==> src/rtl/fpu_pkg.sv <==
// Shared FPU constants: rounding modes, FP32 exponent constants, format defaults and the
// integer-to-float converter state encoding.
package fpu_pkg;

  localparam int unsigned DefaultFpSize       = 32;
  localparam int unsigned DefaultMantissaSize = 23;
  localparam int unsigned DefaultExponentSize = 8;
  localparam int unsigned SizeFpFmt           = 3;

  localparam logic [2:0] RmRne = 3'd0;
  localparam logic [2:0] RmRtz = 3'd1;
  localparam logic [2:0] RmRdn = 3'd2;
  localparam logic [2:0] RmRup = 3'd3;
  localparam logic [2:0] RmRmm = 3'd4;

  localparam int unsigned FpBias   = 127;
  // Exponent of a 32-bit magnitude whose MSB is set: bias + 31.
  localparam int unsigned NormBase = FpBias + 31;

  typedef enum logic [1:0] {
    StIdle,
    StNorm,
    StRound,
    StDone
  } i2f_state_e;

endpackage

==> src/rtl/leading_zeroth_bit.sv <==
// Leading-zero counter with zero detect; count is 0 when the operand is zero.
module leading_zeroth_bit #(
  parameter int unsigned Bit_Length   = 32,
  parameter int unsigned Bit_Length_O = 5
) (
  input  logic [Bit_Length-1:0]   operand,
  output logic [Bit_Length_O-1:0] count,
  output logic                    is_zero
);

  // Highest set bit wins because it is visited last.
  always_comb begin
    count = '0;
    for (int i = 0; i < Bit_Length; i++) begin
      if (operand[i]) begin
        count = Bit_Length_O'(Bit_Length - 1 - i);
      end
    end
  end

  assign is_zero = ~|operand;

endmodule

==> src/rtl/fpu_i2f_conv.sv <==
// Sequential int32/uint32 to FP32 converter (fcvt.s.w / fcvt.s.wu).
// Define FPU_I2F_UNSIGNED_EN to honour is_unsigned; otherwise every operand is signed.
module fpu_i2f_conv
  import fpu_pkg::*;
#(
  parameter int unsigned Fp_size       = DefaultFpSize,
  parameter int unsigned Mantissa_size = DefaultMantissaSize,
  parameter int unsigned Exponent_size = DefaultExponentSize
) (
  input  logic                 clk,
  input  logic                 rst_n,
  input  logic                 in_valid,
  output logic                 in_ready,
  input  logic [Fp_size-1:0]   in_data,
  input  logic                 is_unsigned,
  input  logic [SizeFpFmt-1:0] rm,
  output logic                 out_valid,
  input  logic                 out_ready,
  output logic [Fp_size-1:0]   out_data,
  output logic                 out_nx
);

  localparam int unsigned LzW     = $clog2(Fp_size);
  localparam int unsigned GuardIx = Fp_size - 2 - Mantissa_size;

  i2f_state_e state_q, state_d;

  logic                     sign_q;
  logic [Fp_size-1:0]       mag_q;
  logic [SizeFpFmt-1:0]     rm_q;
  logic [Fp_size-1:0]       m_q;
  logic [Exponent_size-1:0] exp_q;
  logic                     zero_q;
  logic [Fp_size-1:0]       out_data_q;
  logic                     out_nx_q;

  logic                     sign_in;
  logic [Fp_size-1:0]       mag_in;
  logic [LzW-1:0]           lz;
  logic                     mag_zero;

`ifdef FPU_I2F_UNSIGNED_EN
  assign sign_in = in_data[Fp_size-1] & ~is_unsigned;
`else
  logic unused_is_unsigned;
  assign unused_is_unsigned = is_unsigned;
  assign sign_in = in_data[Fp_size-1];
`endif

  // 0x80000000 negates to itself, which is the correct magnitude.
  assign mag_in = sign_in ? (~in_data + 1'b1) : in_data;

  leading_zeroth_bit #(
    .Bit_Length  (Fp_size),
    .Bit_Length_O(LzW)
  ) u_lzc (
    .operand(mag_q),
    .count  (lz),
    .is_zero(mag_zero)
  );

  always_ff @(posedge clk or negedge rst_n) begin
    if (!rst_n) begin
      state_q <= StIdle;
    end else begin
      state_q <= state_d;
    end
  end

  always_comb begin
    state_d = state_q;
    case (state_q)
      StIdle:  if (in_valid) state_d = StNorm;
      StNorm:  state_d = StRound;
      StRound: state_d = StDone;
      StDone:  if (out_ready) state_d = StIdle;
      default: state_d = StIdle;
    endcase
  end

  always_comb begin
    in_ready  = (state_q == StIdle);
    out_valid = (state_q == StDone);
  end

  logic [Mantissa_size-1:0] frac;
  logic                     guard, sticky, lsb, round_up;
  logic [Mantissa_size:0]   frac_sum;
  logic [Exponent_size-1:0] exp_r;
  logic [Fp_size-1:0]       result;
  logic                     unused_m_msb;

  assign unused_m_msb = m_q[Fp_size-1];
  assign frac   = m_q[Fp_size-2 -: Mantissa_size];
  assign guard  = m_q[GuardIx];
  assign sticky = |m_q[GuardIx-1:0];
  assign lsb    = m_q[GuardIx+1];

  always_comb begin
    round_up = guard & (sticky | lsb);
    case (rm_q)
      RmRtz:   round_up = 1'b0;
      RmRdn:   round_up = sign_q & (guard | sticky);
      RmRup:   round_up = ~sign_q & (guard | sticky);
      RmRmm:   round_up = guard;
      default: round_up = guard & (sticky | lsb);
    endcase
  end

  // A fraction carry leaves frac_sum low bits at zero and bumps the exponent.
  assign frac_sum = {1'b0, frac} + (Mantissa_size + 1)'(round_up);
  assign exp_r    = exp_q + Exponent_size'(frac_sum[Mantissa_size]);
  assign result   = zero_q ? '0 : {sign_q, exp_r, frac_sum[Mantissa_size-1:0]};

  always_ff @(posedge clk or negedge rst_n) begin
    if (!rst_n) begin
      sign_q     <= 1'b0;
      mag_q      <= '0;
      rm_q       <= '0;
      m_q        <= '0;
      exp_q      <= '0;
      zero_q     <= 1'b0;
      out_data_q <= '0;
      out_nx_q   <= 1'b0;
    end else begin
      case (state_q)
        StIdle: begin
          if (in_valid) begin
            sign_q <= sign_in;
            mag_q  <= mag_in;
            rm_q   <= rm;
          end
        end
        StNorm: begin
          m_q    <= mag_q << lz;
          exp_q  <= Exponent_size'(NormBase) - Exponent_size'(lz);
          zero_q <= mag_zero;
        end
        StRound: begin
          out_data_q <= result;
          out_nx_q   <= ~zero_q & (guard | sticky);
        end
        default: ;
      endcase
    end
  end

  assign out_data = out_data_q;
  assign out_nx   = out_nx_q;

endmodule

==> config.mk <==
export PLATFORM = sky130hd
export DESIGN_NAME = fpu_i2f_conv
export DESIGN_NICKNAME = d
export VERILOG_FILES = /design/src/rtl/fpu_pkg.sv /design/src/rtl/leading_zeroth_bit.sv /design/src/rtl/fpu_i2f_conv.sv
export SDC_FILE = /design/constraint.sdc
export NUM_CORES = 1
export LEC_CHECK = 0
export ABC_AREA = 0
export CORE_MARGIN = 10
export CORE_UTILIZATION = 48
export DETAILED_ROUTE_END_ITERATION = 10
export PLACE_DENSITY = 0.69
export SYNTH_ARGS = -nofsm -noshare
export SYNTH_HDL_FRONTEND = slang
export SYNTH_SLANG_ARGS = --single-unit
export TNS_END_PERCENT = 20
==> constraint.sdc <==
create_clock -name clk -period 5.3 [get_ports clk]
set_input_delay 1.59 -clock clk [delete_from_list [all_inputs] [get_ports clk]]
set_output_delay 1.59 -clock clk [all_outputs]
set_load 0.01 [all_outputs]
======== Yosys cells after proc, flatten, opt, wreduce, memory -nomap -nowiden ========
Index checks and enable logic that the tools add are counted.
cells by class
  add/subtract/negate cells ............... 4
  eq/ne operators ......................... 9
  shift operators ......................... 1
  muxes and demuxes ....................... 38
  bitwise gates (word level) .............. 9
  reductions and logical operators ........ 6
operators by type and width
  operator                                                                 count
  5-bit two-way mux                                                        32
  32-bit two-way mux                                                       2
  32-bit by 1-bit adder with 32-bit output, second input constant          1
  32-bit NOT                                                               1
  32-bit OR reduction                                                      1
  32-bit by 5-bit << shifter with 31-bit output                            1
  23-bit by 1-bit adder with 24-bit output                                 1
  8-bit by 1-bit adder with 8-bit output                                   1
  2-bit one-hot mux with 4 select lines                                    1
  8-bit by 5-bit subtractor with 8-bit output, first input constant        1
  7-bit OR reduction                                                       1
  3-bit by 2-bit equality test with 1-bit output, second input constant    2
  1-bit AND                                                                4
  2-bit equality test, second input constant                               2
  2-bit two-way mux                                                        2
  1-bit one-hot mux with 4 select lines                                    1
  2-bit AND reduction                                                      2
  3-bit by 1-bit equality test with 1-bit output, second input constant    1
  3-bit equality test, second input constant                               1
  2-bit by 1-bit equality test with 1-bit output, second input constant    1
  2-bit zero test                                                          1
  2-bit by 1-bit inequality test with 1-bit output, second input constant  1
  2-bit inequality test, second input constant                             1
  1-bit NOT                                                                2
  other kinds (2)                                                          3
word-level totals
  bits in registers ....................... 111
  output and inout port bits .............. 35
  logic and storage cells ................. 76

======== Depth between registers and ports, before layout ========
  depth in word-level cells ............... 33
  gate-level depth with buffers ........... 16
  gate-level depth less buffers ........... 15

======== Modules after synthesis ========
Synthesis repeated with hierarchy kept, for this count alone.
unflattened totals
  cell total of the unflattened synthesis .. 755
  area, all modules ....................... 7189.4 um^2
modules (own cells, without submodules)
  module              times used  cells each  area each (um^2)  sequential area each (um^2)
  fpu_i2f_conv        1           686         6809.0            2777.7
  leading_zeroth_bit  1           69          380.4             0.0

======== Worst setup path after synthesis ========
Ideal clock, no wire load.
  path kind ............................... input to register
  start point ............................. input port in_data[8]
  end point ............................... register mag_q[29]
  data arrival time ....................... 4.590 ns
  setup slack ............................. 0.581 ns
  stages on the path ...................... 9
  cells stage by stage .................... or4_4 -> or4_4 -> or3_4 -> or3_1 -> or4_4 -> or4_4 -> o41ai_2 -> xor2_1 -> o21ai_1
on the way
  word-level cells in the longest chain between the ends .. 3
RTL lines
  item                                      line                 source
  from (decl)                               fpu_i2f_conv.sv:14   input logic [Fp_size-1:0] in_data,
  32-bit NOT                                fpu_i2f_conv.sv:51   assign mag_in = sign_in ? (~in_data + 1'b1) : in_data;
  32-bit by 1-bit adder with 32-bit output  fpu_i2f_conv.sv:51
  32-bit two-way mux                        fpu_i2f_conv.sv:51
  to (signal assigned)                      fpu_i2f_conv.sv:130  mag_q <= mag_in;
  to (decl)                                 fpu_i2f_conv.sv:29   logic [Fp_size-1:0] mag_q;
Every way passes these cells.
A chain may end at the register's enable or synchronous reset.

======== Worst setup path after layout ========
  start point ............................. input port in_data[8]
  end point ............................... register mag_q[28]
The elaborated chain is that of the path after synthesis.

==> results.txt <==
----------------------------------------------------
[Place]
  Port Buf Inserts ... 73
  Placed insts ... 1110
  Weighted congestion at the end of routability-driven global placement ... 0.9206
  HPWL after detailed placement ... 14520 um

[Finish]
  Post-synthesis to final-layout area growth ... 16.24%
  Most used cells in the layout excluding fill and tap cells ... 111 x dfrtp_1, 110 x nand2_1, 72 x clkdlybuf4s50_1
  Multi-input combinational cell area ... 0.004472 mm2
  Post-route non-filler standard cell count ... 1126
  Final net count ... 960
  Layout cell share with drive strength beyond 1 ... 8.415%
  Antenna Cells ... 0
  Most frequent standard cell in the layout excluding fill and tap cells ... dfrtp_1
  Fill cell count ... 1433
  Area taken by flip-flops and latches ... 0.002778 mm2
  Finished Core Util ... 57.51%

[Clock network]
  Clock buffers created by TritonCTS ... 9
  Post-CTS Hold Buffers ... 0
  CTS root buffer ... clkbuf_16
  # Post-CTS Setup Buffers ... 0
  Resize count post-CTS ... 0
  # clock sinks ... 111
  Maximum clock insertion buffer count ... 2
  CTS H-tree lvls ... 3
  Clk pin slew, worst setup/hold paths ... 0.07 ns
  CTS tree ... built
  Insertion delay of the later-clocked pin in the worst-skew pair ... 0.37 ns

[Floorplanning]
  Chip Height ... 145.9 um
  Placeable core region ... 0.01537 mm2
  Die Area ... 0.02128 mm2
  Die W ... 145.9 um
  Number of top-level pins ... 75
  Number of standard-cell rows in the floorplan ... 45
  Starting utilization of the core area ... 49.47%

[STA]
  Max Slew Vio Count ... 0
  Headroom to the max-slew limit ... 26.26%
  Period utilization ... 92.51%
  Setup repair after global routing missed its margin ... no
  Worst-margin pin slew ... 1.105 ns
  Post-route minimum period ... 4.903 ns
  Setup violations, final ... 0
  Worst clock skew ... 0.005888 ns
  Final hold vios ... 0
  Highest Clock Rate ... 204.0 MHz

[Worst setup path]
  Setup crit start kind ... input port
  Worst Path Arrival ... 5.11 ns
  Path type of the worst setup path ... in2reg
  FF-to-FF path depth ... 10
  Critical path required time ... 5.51 ns
  Endpoint of the most critical register-to-register path ... m_q[24]
  Launch instance of the worst register-to-register path ... mag_q[16]
  Max Fanout on Critical Path ... 4
  Crit end category ... flop
  Reg-to-reg slack, setup ... 1.42 ns

[Power and ir drop]
  Power density cells ... 697.3 mW/mm2
  Psw ... 2.992 mW
  Proportion of power drawn by flip-flops and latches ... 27.6%
  Share of total power consumed by net switching ... 48.55%
  Part of the total power dissipated in the clock network ... 11.9%
  Static Leak ... 3.638 nW
  Peak ir drop on the vdd network ... 0.2916 mV
  Combinational power share ... 60.5%
  Internal portion of total power ... 3.171 mW

[Yosys]
  Net Count, Synth ... 928
  Asr flop ratio synth ... 100.0%
  Mapped Avg Cell Area ... 8.661 um2
  Gate count after technology mapping ... 878
  Flip-flop and latch count after synthesis ... 111
  Post-Syn Area ... 0.007605 mm2
  Sequential fraction of the synthesis area ... 36.53%
  Synth Warn # ... 0
  Number of enable-type register cells in the synthesized netlist ... 0
  Predominant post-synthesis flop cell ... dfrtp_1
  Netlist cell types ... 67

[Route]
  Detailed router's first-iteration violation count ... 738
  Residual DRC ... 0
  WL per Instance ... 17.55 um
  Final routed wirelength across all metal layers ... 19760 um
  Via count of the routed design ... 6736
  Via density per instance ... 5.982
  Residual antenna-violating net count after detailed routing ... 0
  Drt first pass iters ... 5

[GRT]
  All-layer global routing usage ... 18.31%
  Largest net degree at the start of global routing ... 69
  Via count of the first global-routing pass ... 6353
  Global-route wire length before repair ... 32820 um
  Global route total overflow ... 0
  Antenna violations before repair ... 0

[Flow run]
  Number of maximum-capacitance constraint violations ... 0

[Min path]
  End point of the most critical hold path ... out_data[17]
  Hold_sp ... out_data[17]
  Tightest Hold Check Type ... reg2reg
  Hold depth ... 2

[Outcome]
  Run status ... finished, final reports clean

----------------------------------------------------
metal layers:
metal / part of all wire [%] / up-vias / GRT usage [%]
li1: - / 3315 / -
met1: 47 / 3140 / 24.61
met2: 45 / 244 / 28.28
met3: 6.0 / 37 / 3.322
met4: 2.6 / 0 / 7.583
met5: 0 / - / 0
flip-flops by register name, indices dropped and copies added (netlist names):
signal    cells
mag_q        32
out_data     32
m_q          31
exp_q         8
rm_q          3
state_q       2
out_nx        1
sign_q        1
zero_q        1
power by group through the flow:
| stage | combinational (mW) | sequential, mW | clock, mW |
|---|---|---|---|
| final | 3.73 | 1.70 | 0.734 |
| after global routing | 4.09 | 1.77 | 0.776 |
| after CTS | 3.69 | 1.69 | 0.743 |
| after detailed placement | 3.68 | 1.71 | 0 |
| after global placement | 3.67 | 1.69 | 0 |
| after floorplan | 2.78 | 1.47 | 0 |
worst max-delay path by stage:
| stage | depth (start not counted) | to | slack, ns | start |
|---|---|---|---|---|
| floorplan | 9 | mag_q[29] | 0.58 | in_data[8] |
| global placement | 10 | mag_q[28] | 0.007 | in_data[8] |
| detailed placement | 10 | mag_q[28] | -0.02 | in_data[8] |
| CTS | 10 | mag_q[28] | 0.37 | in_data[8] |
| global route | 10 | mag_q[28] | 0.19 | in_data[8] |
| finish | 10 | mag_q[28] | 0.40 | in_data[8] |
worst max-delay path, stage by stage:
cell             delay (ns)
clkdlybuf4s50_1        0.42
or4_4                  0.54
or4_4                  0.45
or3_1                  0.39
or3_1                  0.39
or4_1                  0.44
or4_4                  0.45
o31ai_2                0.21
xor2_1                 0.16
o21ai_0                0.08
kinds of logic after synthesis:
| group | share of synthesized area, % |
|---|---|
| and+or+nand+nor | 18.94 |
| AOI/OAI and AO/OA | 22.92 |
| DFF | 36.53 |
| buffers and inverters | 5.018 |
| xor gates and xnor gates | 6.795 |
| muxes | 8.161 |
| adders and majority gates | 1.645 |
per-stage QoR:
stage / hold WS, ns / total power, mW / TNS [ns] / setup WS [ns] / area (um2)
4_1_cts: 0.4894 / 6.125 / 0 / 0.3744 / 8840
5_1_grt: 0.5026 / 6.630 / 0 / 0.1949 / 8840
3_5_place_dp: 0.4729 / 5.381 / -0.02231 / -0.01652 / 8523
3_3_place_gp: 0.4631 / 5.356 / 0 / 0.007252 / 8523
2_1_floorplan: 0.4565 / 4.247 / 0 / 0.5805 / 7605
6_report: 0.4861 / 6.164 / 0 / 0.3970 / 8840
cells in the mapped netlist (all sizes together), types with 7 or more instances:
master / number / share of area (%)
a21oi: 22 / 1.4
a22o: 28 / 3.2
a22oi: 15 / 1.5
and3: 10 / 0.82
buf: 8 / 0.43
clkbuf: 70 / 3.5
dfrtp: 111 / 37
ha: 10 / 1.6
inv: 23 / 1.1
mux2: 14 / 2.1
mux2i: 44 / 5.8
nand2: 111 / 5.5
nand2b: 7 / 0.58
nand3: 24 / 1.6
nand4: 11 / 0.90
nor2: 57 / 2.8
nor3: 17 / 1.1
nor4: 13 / 1.1
o211ai: 17 / 1.7
o21ai: 63 / 4.1
o221ai: 10 / 1.2
o2bb2ai: 13 / 1.5
o31ai: 16 / 1.6
or3: 8 / 0.72
or4: 17 / 1.9
xnor2: 25 / 2.9
xor2: 34 / 3.9
final cells by class:
cell class | instances | share of cell area, %
multi-input combinational | 666 | 50.59
sequential | 111 | 31.42
timing repair buffer | 99 | 10.45
clock buffer | 11 | 2.859
clock inverter | 5 | 0.7219
inverter | 23 | 0.9766
tap | 211 | 2.987
Power figures use the tool's default switching activity.
